[src/rtl/uart_hex_display.sv]
// Shows the last two bytes from the UART receiver as four hex digits on a
// time-multiplexed 4-digit 7-segment display, with a byte-activity dot on digit 3.
module uart_hex_display #(
    parameter int REFRESH_CYCLES  = 50000,
    parameter int DOT_HOLD_CYCLES = 5000000
) (
    input  logic       clk,
    input  logic       i_reset,
    input  logic [0:7] i_data,
    input  logic       i_ready_to_read,
    output logic [0:6] o_segment_enable,
    output logic [0:3] o_display_enable,
    output logic       o_dot_enable
);

    localparam int REFRESH_W = $clog2(REFRESH_CYCLES);
    localparam int TIMER_W   = $clog2(DOT_HOLD_CYCLES + 1);

    localparam logic [REFRESH_W-1:0] REFRESH_LAST  = REFRESH_W'(REFRESH_CYCLES - 1);
    localparam logic [TIMER_W-1:0]   DOT_HOLD_LOAD = TIMER_W'(DOT_HOLD_CYCLES);

    localparam logic [1:0] DIGIT_0 = 2'd0;
    localparam logic [1:0] DIGIT_1 = 2'd1;
    localparam logic [1:0] DIGIT_2 = 2'd2;
    localparam logic [1:0] DIGIT_3 = 2'd3;

    localparam logic [0:6] SEG_ZERO  = 7'b0000001;
    localparam logic [0:3] DISP_IDLE = 4'b0111;

    logic                 ready_q;
    logic [15:0]          value_q,   value_d;
    logic [REFRESH_W-1:0] refresh_q, refresh_d;
    logic [1:0]           index_q,   index_d;
    logic [TIMER_W-1:0]   timer_q,   timer_d;
    logic [0:6]           seg_q,     seg_d;
    logic [0:3]           disp_q,    disp_d;
    logic                 dot_q,     dot_d;

    logic                 accept;
    logic                 refresh_wrap;
    logic [3:0]           nibble;

    function automatic logic [0:6] hex_to_seg(input logic [3:0] hex);
        logic [0:6] seg;
        case (hex)
            4'h0:    seg = 7'b0000001;
            4'h1:    seg = 7'b1001111;
            4'h2:    seg = 7'b0010010;
            4'h3:    seg = 7'b0000110;
            4'h4:    seg = 7'b1001100;
            4'h5:    seg = 7'b0100100;
            4'h6:    seg = 7'b0100000;
            4'h7:    seg = 7'b0001111;
            4'h8:    seg = 7'b0000000;
            4'h9:    seg = 7'b0000100;
            4'hA:    seg = 7'b0001000;
            4'hB:    seg = 7'b1100000;
            4'hC:    seg = 7'b0110001;
            4'hD:    seg = 7'b1000010;
            4'hE:    seg = 7'b0110000;
            default: seg = 7'b0111000;
        endcase
        return seg;
    endfunction

    // Rising-edge detect: a level held high loads exactly one byte.
    assign accept       = i_ready_to_read & ~ready_q;
    assign refresh_wrap = (refresh_q == REFRESH_LAST);

    always_comb begin
        // NOTE: every signal gets a default up front so no path can leave it
        // unassigned, which would otherwise infer a latch.
        value_d   = value_q;
        refresh_d = refresh_q + 1'b1;
        index_d   = index_q;
        timer_d   = timer_q;
        nibble    = value_q[3:0];

        if (accept) begin
            value_d = {value_q[7:0], i_data};
        end

        if (refresh_wrap) begin
            refresh_d = '0;
            index_d   = index_q + 2'd1;
        end

        // Reload rather than extend: the dot tracks only the most recent byte.
        if (accept) begin
            timer_d = DOT_HOLD_LOAD;
        end else if (timer_q != '0) begin
            timer_d = timer_q - 1'b1;
        end

        case (index_q)
            DIGIT_0: nibble = value_q[15:12];
            DIGIT_1: nibble = value_q[11:8];
            DIGIT_2: nibble = value_q[7:4];
            default: nibble = value_q[3:0];
        endcase

        seg_d          = hex_to_seg(nibble);
        disp_d         = 4'b1111;
        disp_d[index_q] = 1'b0;
        dot_d          = !((index_q == DIGIT_3) && (timer_q != '0));
    end

    always_ff @(posedge clk) begin
        // NOTE: state registers use non-blocking assignment so every register
        // samples the pre-edge values, independent of statement order.
        if (i_reset) begin
            ready_q   <= 1'b0;
            value_q   <= 16'h0000;
            refresh_q <= '0;
            index_q   <= DIGIT_0;
            timer_q   <= '0;
            seg_q     <= SEG_ZERO;
            disp_q    <= DISP_IDLE;
            dot_q     <= 1'b1;
        end else begin
            ready_q   <= i_ready_to_read;
            value_q   <= value_d;
            refresh_q <= refresh_d;
            index_q   <= index_d;
            timer_q   <= timer_d;
            seg_q     <= seg_d;
            disp_q    <= disp_d;
            dot_q     <= dot_d;
        end
    end

    assign o_segment_enable = seg_q;
    assign o_display_enable = disp_q;
    assign o_dot_enable     = dot_q;

endmodule

[config.mk]
export PLATFORM = sky130hd
export DESIGN_NAME = uart_hex_display
export DESIGN_NICKNAME = d
export VERILOG_FILES = /design/src/rtl/uart_hex_display.sv
export SDC_FILE = /design/constraint.sdc
export NUM_CORES = 1
export LEC_CHECK = 0
export ABC_AREA = 1
export BUFFER_PORTS_ARGS = -buffer_cell sky130_fd_sc_hd__clkbuf_2
export CAP_MARGIN = 20
export CORE_MARGIN = 1
export CORE_UTILIZATION = 40
export DETAILED_ROUTE_END_ITERATION = 10
export GPL_TIMING_DRIVEN = 0
export PLACE_DENSITY = 0.52
export SYNTH_ARGS = -nofsm -noshare
export SYNTH_HDL_FRONTEND = slang
export SYNTH_SLANG_ARGS = --single-unit
[constraint.sdc]
create_clock -name clk -period 5.4 [get_ports clk]
set_input_delay 1.08 -clock clk [delete_from_list [all_inputs] [get_ports clk]]
set_output_delay 1.08 -clock clk [all_outputs]
set_load 0.05 [all_outputs]
==> flow_metrics.tcl <==
set metrics [dict create \
    synthesis.yosys.warnings 0 \
    peakVddDrop_mv 0.162 \
    layout_area_growth_over_synthesis_pct 11.1 \
    holdBufCountCts 0 \
    antenna_cells_inserted 0 \
    max_slew_margin 0.561 \
    worstSetupPathType "flip-flop to flip-flop" \
    fin_worst_skew_ps 7.14 \
    power_density_nw_per_um2 303 \
    number_of_storage_elements_in_the_synthesis_netlist 70 \
    worstPathRequired_ps 5610 \
    die_area_um2 9340 \
    cts-buffers-inserted 9 \
    synth_xor_area_frac 0.0367 \
    timing_hold_violations_final 0 \
    slew_violations 0 \
    cp-end-kind "flip-flop" \
    timing.fmax_mhz 416 \
    syn_area_um2 3580 \
    yosysMostFrequentCell "sky130_fd_sc_hd__nand2_1" \
    placeableCoreArea_um2 8680 \
    die-height_um 96.6 \
    placed_cells_incl_taps 612 \
    share_of_flip_flops_with_an_asynchronous_set_or_reset_after_synthesis 0 \
    first_iter_violations 79 \
    min_path_cells 1 \
    setup_ws_ps 3000 \
    ys_top_cells_by_count "sky130_fd_sc_hd__nand2_1, sky130_fd_sc_hd__nor2_1, sky130_fd_sc_hd__dfxtp_1" \
    yosys-mux-area-fraction 0 \
    avgSynthCellArea_um2 7.42 \
    cts_setup_buffers 0 \
    placer_congestion 0.892 \
    cts-root-buf "sky130_fd_sc_hd__clkbuf_8" \
    cts_tree "built" \
    rsz0062_at_grt "false" \
    drv.max_cap_violation_count 0 \
    io-pin-count 23 \
    first_pass_grt_wire_length_um 13600 \
    timing.reg2reg.worst_path_depth 11 \
    vias 3026 \
    cts.repair.resized 0 \
    synth_area_leaders "sky130_fd_sc_hd__dfxtp_1, sky130_fd_sc_hd__nand2_1, sky130_fd_sc_hd__nor2_1" \
    setup_tns_ps 0 \
    synth_fa_ha_area_frac 0.0489 \
    final_cells 627 \
    synth.distinct_cells 41 \
    yosys.area.top_type_share 0.391 \
    cts_buffer_depth 2 \
    initial_antenna_violation_count 0 \
    cp_startpoint_kind "flip-flop" \
    rows 34 \
    synth-main-ff-cell "sky130_fd_sc_hd__dfxtp_1" \
    complex_gate_fraction_of_the_synthesized_area 0.0803 \
    netlist_instances 483 \
    yosys.area_share.simple 0.382 \
    synth_seq_area_share 0.391 \
    synth_top_cell_by_area "sky130_fd_sc_hd__dfxtp_1" \
    layout-drive-gt1-share 0.170 \
    fin_crit_sh 0.445 \
    synth-edff-count 0 \
    clock_insertion_delay_worst_skew_ps 340 \
    grt_util_all_layers 0.180 \
    grt_overflow 0 \
    power.static_leakage_nw 1.76 \
    synth_top_family_by_area "simple AND/OR/NAND/NOR gates" \
    fin_nets 540 \
    nFillCells 941 \
    post_syn_nets 508 \
    cts.reportedPaths.clkPinSlew_ps 80 \
    period_minus_slack_ps 2400 \
    routed_wirelength_um 7800 \
    place_hpwl_um 5790 \
    crit_path_max_fanout 6 \
    h_tree_depth 3 \
    vias_per_cell 4.83 \
    post-route-drc-count 0 \
    setup-violations-final 0 \
    worst-slew-pin-transition_ps 659 \
    post_drt_wl_per_cell_um 12.4 \
    post-place-ws_ps 3010 \
    drt-pass1-iter-count 4 \
    status "complete, no violations" \
    grt_max_degree 12 \
    initial_utilization 0.413 \
    timing.hold.ws_ps 452 \
    min_path_type "flip-flop to flip-flop" \
    grt_pass1_vias 2930 \
    final_antenna_net_count 0 \
    placement.io_buffers 21 \
    die_w_um 96.6 \
    worstPathArrival_ps 2610 \
    clkSinkCount 70 \
]
-- power by group --
part	total, W	internal [W]	switching, W	leakage (nW)
Sequential	0.000578	0.000549	0.0000291	0.574
Combinational	0.000270	0.0000906	0.000179	1.11
Clock	0.000359	0.000163	0.000196	0.0752
-- registers in the layout, summed over array words and instances, names as in the netlist --
signal and cells:
value_q 16, index_q 2, refresh_q 16, o_segment_enable 7, ready_q 1, o_dot_enable 1, timer_q 23, o_display_enable 4
-- cell usage in the layout (no fill, tap or decap), types with 2 or more instances in the layout --
cell type,synthesis,final
sky130_fd_sc_hd__nand3_1,30,30
sky130_fd_sc_hd__clkbuf_2,0,21
sky130_fd_sc_hd__inv_2,4,4
sky130_fd_sc_hd__buf_6,3,3
sky130_fd_sc_hd__nor2_2,13,13
sky130_fd_sc_hd__a21oi_2,3,3
sky130_fd_sc_hd__nor3_1,6,6
sky130_fd_sc_hd__clkbuf_8,0,9
sky130_fd_sc_hd__nor2_1,96,96
sky130_fd_sc_hd__nand3b_1,3,3
sky130_fd_sc_hd__clkinvlp_4,0,2
sky130_fd_sc_hd__clkbuf_1,3,5
sky130_fd_sc_hd__a21oi_1,19,19
sky130_fd_sc_hd__nand3_2,3,3
sky130_fd_sc_hd__buf_2,4,4
sky130_fd_sc_hd__ha_1,14,14
sky130_fd_sc_hd__o22ai_1,2,2
sky130_fd_sc_hd__nor2_4,6,6
sky130_fd_sc_hd__nand2_2,7,7
sky130_fd_sc_hd__dfxtp_1,70,70
sky130_fd_sc_hd__xnor2_1,7,7
sky130_fd_sc_hd__o21ai_0,19,19
sky130_fd_sc_hd__inv_1,36,36
sky130_fd_sc_hd__nand3_4,3,3
sky130_fd_sc_hd__nand2_1,99,99
sky130_fd_sc_hd__nand4_1,8,8
sky130_fd_sc_hd__clkinv_2,0,2
sky130_fd_sc_hd__xor2_1,8,8
-- path summary, 6_finish.rpt --
path         slack [ps]          from                  end
max                3000    index_q[0]  o_segment_enable[6]
min reg2reg         450  refresh_q[0]         refresh_q[0]
max reg2reg        3000    index_q[0]  o_segment_enable[6]
min                 450  refresh_q[0]         refresh_q[0]
-- critical path, cell delays in order, from the launching register on --
cell and delay [ps]:
sky130_fd_sc_hd__dfxtp_1 410, sky130_fd_sc_hd__inv_1 100, sky130_fd_sc_hd__ha_1 280, sky130_fd_sc_hd__nand2_1 90, sky130_fd_sc_hd__nand2_1 50, sky130_fd_sc_hd__o22ai_1 520, sky130_fd_sc_hd__inv_1 170, sky130_fd_sc_hd__ha_1 280
sky130_fd_sc_hd__nand3_1 160, sky130_fd_sc_hd__nand2_1 70, sky130_fd_sc_hd__nand2_1 60, sky130_fd_sc_hd__o211ai_1 80
-- stage by stage --
| stage | area (um^2) | utilization | total power, W |
|---|---|---|---|
| 2_1_floorplan | 3580 | - | 0.000801 |
| 3_3_place_gp | 3820 | 0.440 | 0.000858 |
| 3_5_place_dp | 3820 | 0.440 | 0.000861 |
| 4_1_cts | 3980 | 0.458 | 0.00123 |
| 5_1_grt | 3980 | 0.458 | 0.00129 |
| 6_report | 3980 | 0.458 | 0.00121 |
-- cell families (layout without fill, tap and decap cells) --
logic type,count (synthesis),in the layout
adder cells (fa/ha/maj),14,14
XOR/XNOR,15,15
AO/OA/AOI/OAI,49,49
buffers and inverters,51,87
AND/OR/NAND/NOR,284,284
flip-flops,70,70
-- final cells by class --
cell class	count	area, um^2	area share
multi-input cells	362	1960	0.493
flip-flops and latches	70	1400	0.352
inverters	40	150	0.0377
well taps	108	135	0.0340
clock buffers	11	131	0.0330
repair buffers	21	105	0.0264
plain buffers	11	68.8	0.0173
clock inverters	4	25.0	0.00629
-- layer usage --
metal	routed length, um	up-vias	track usage
met5	0	-	0
met4	165	0	0.0746
met3	241	14	0.0419
met2	3540	43	0.289
met1	3850	1365	0.231
li1	-	1604	-
Power figures use the tool's default switching activity.
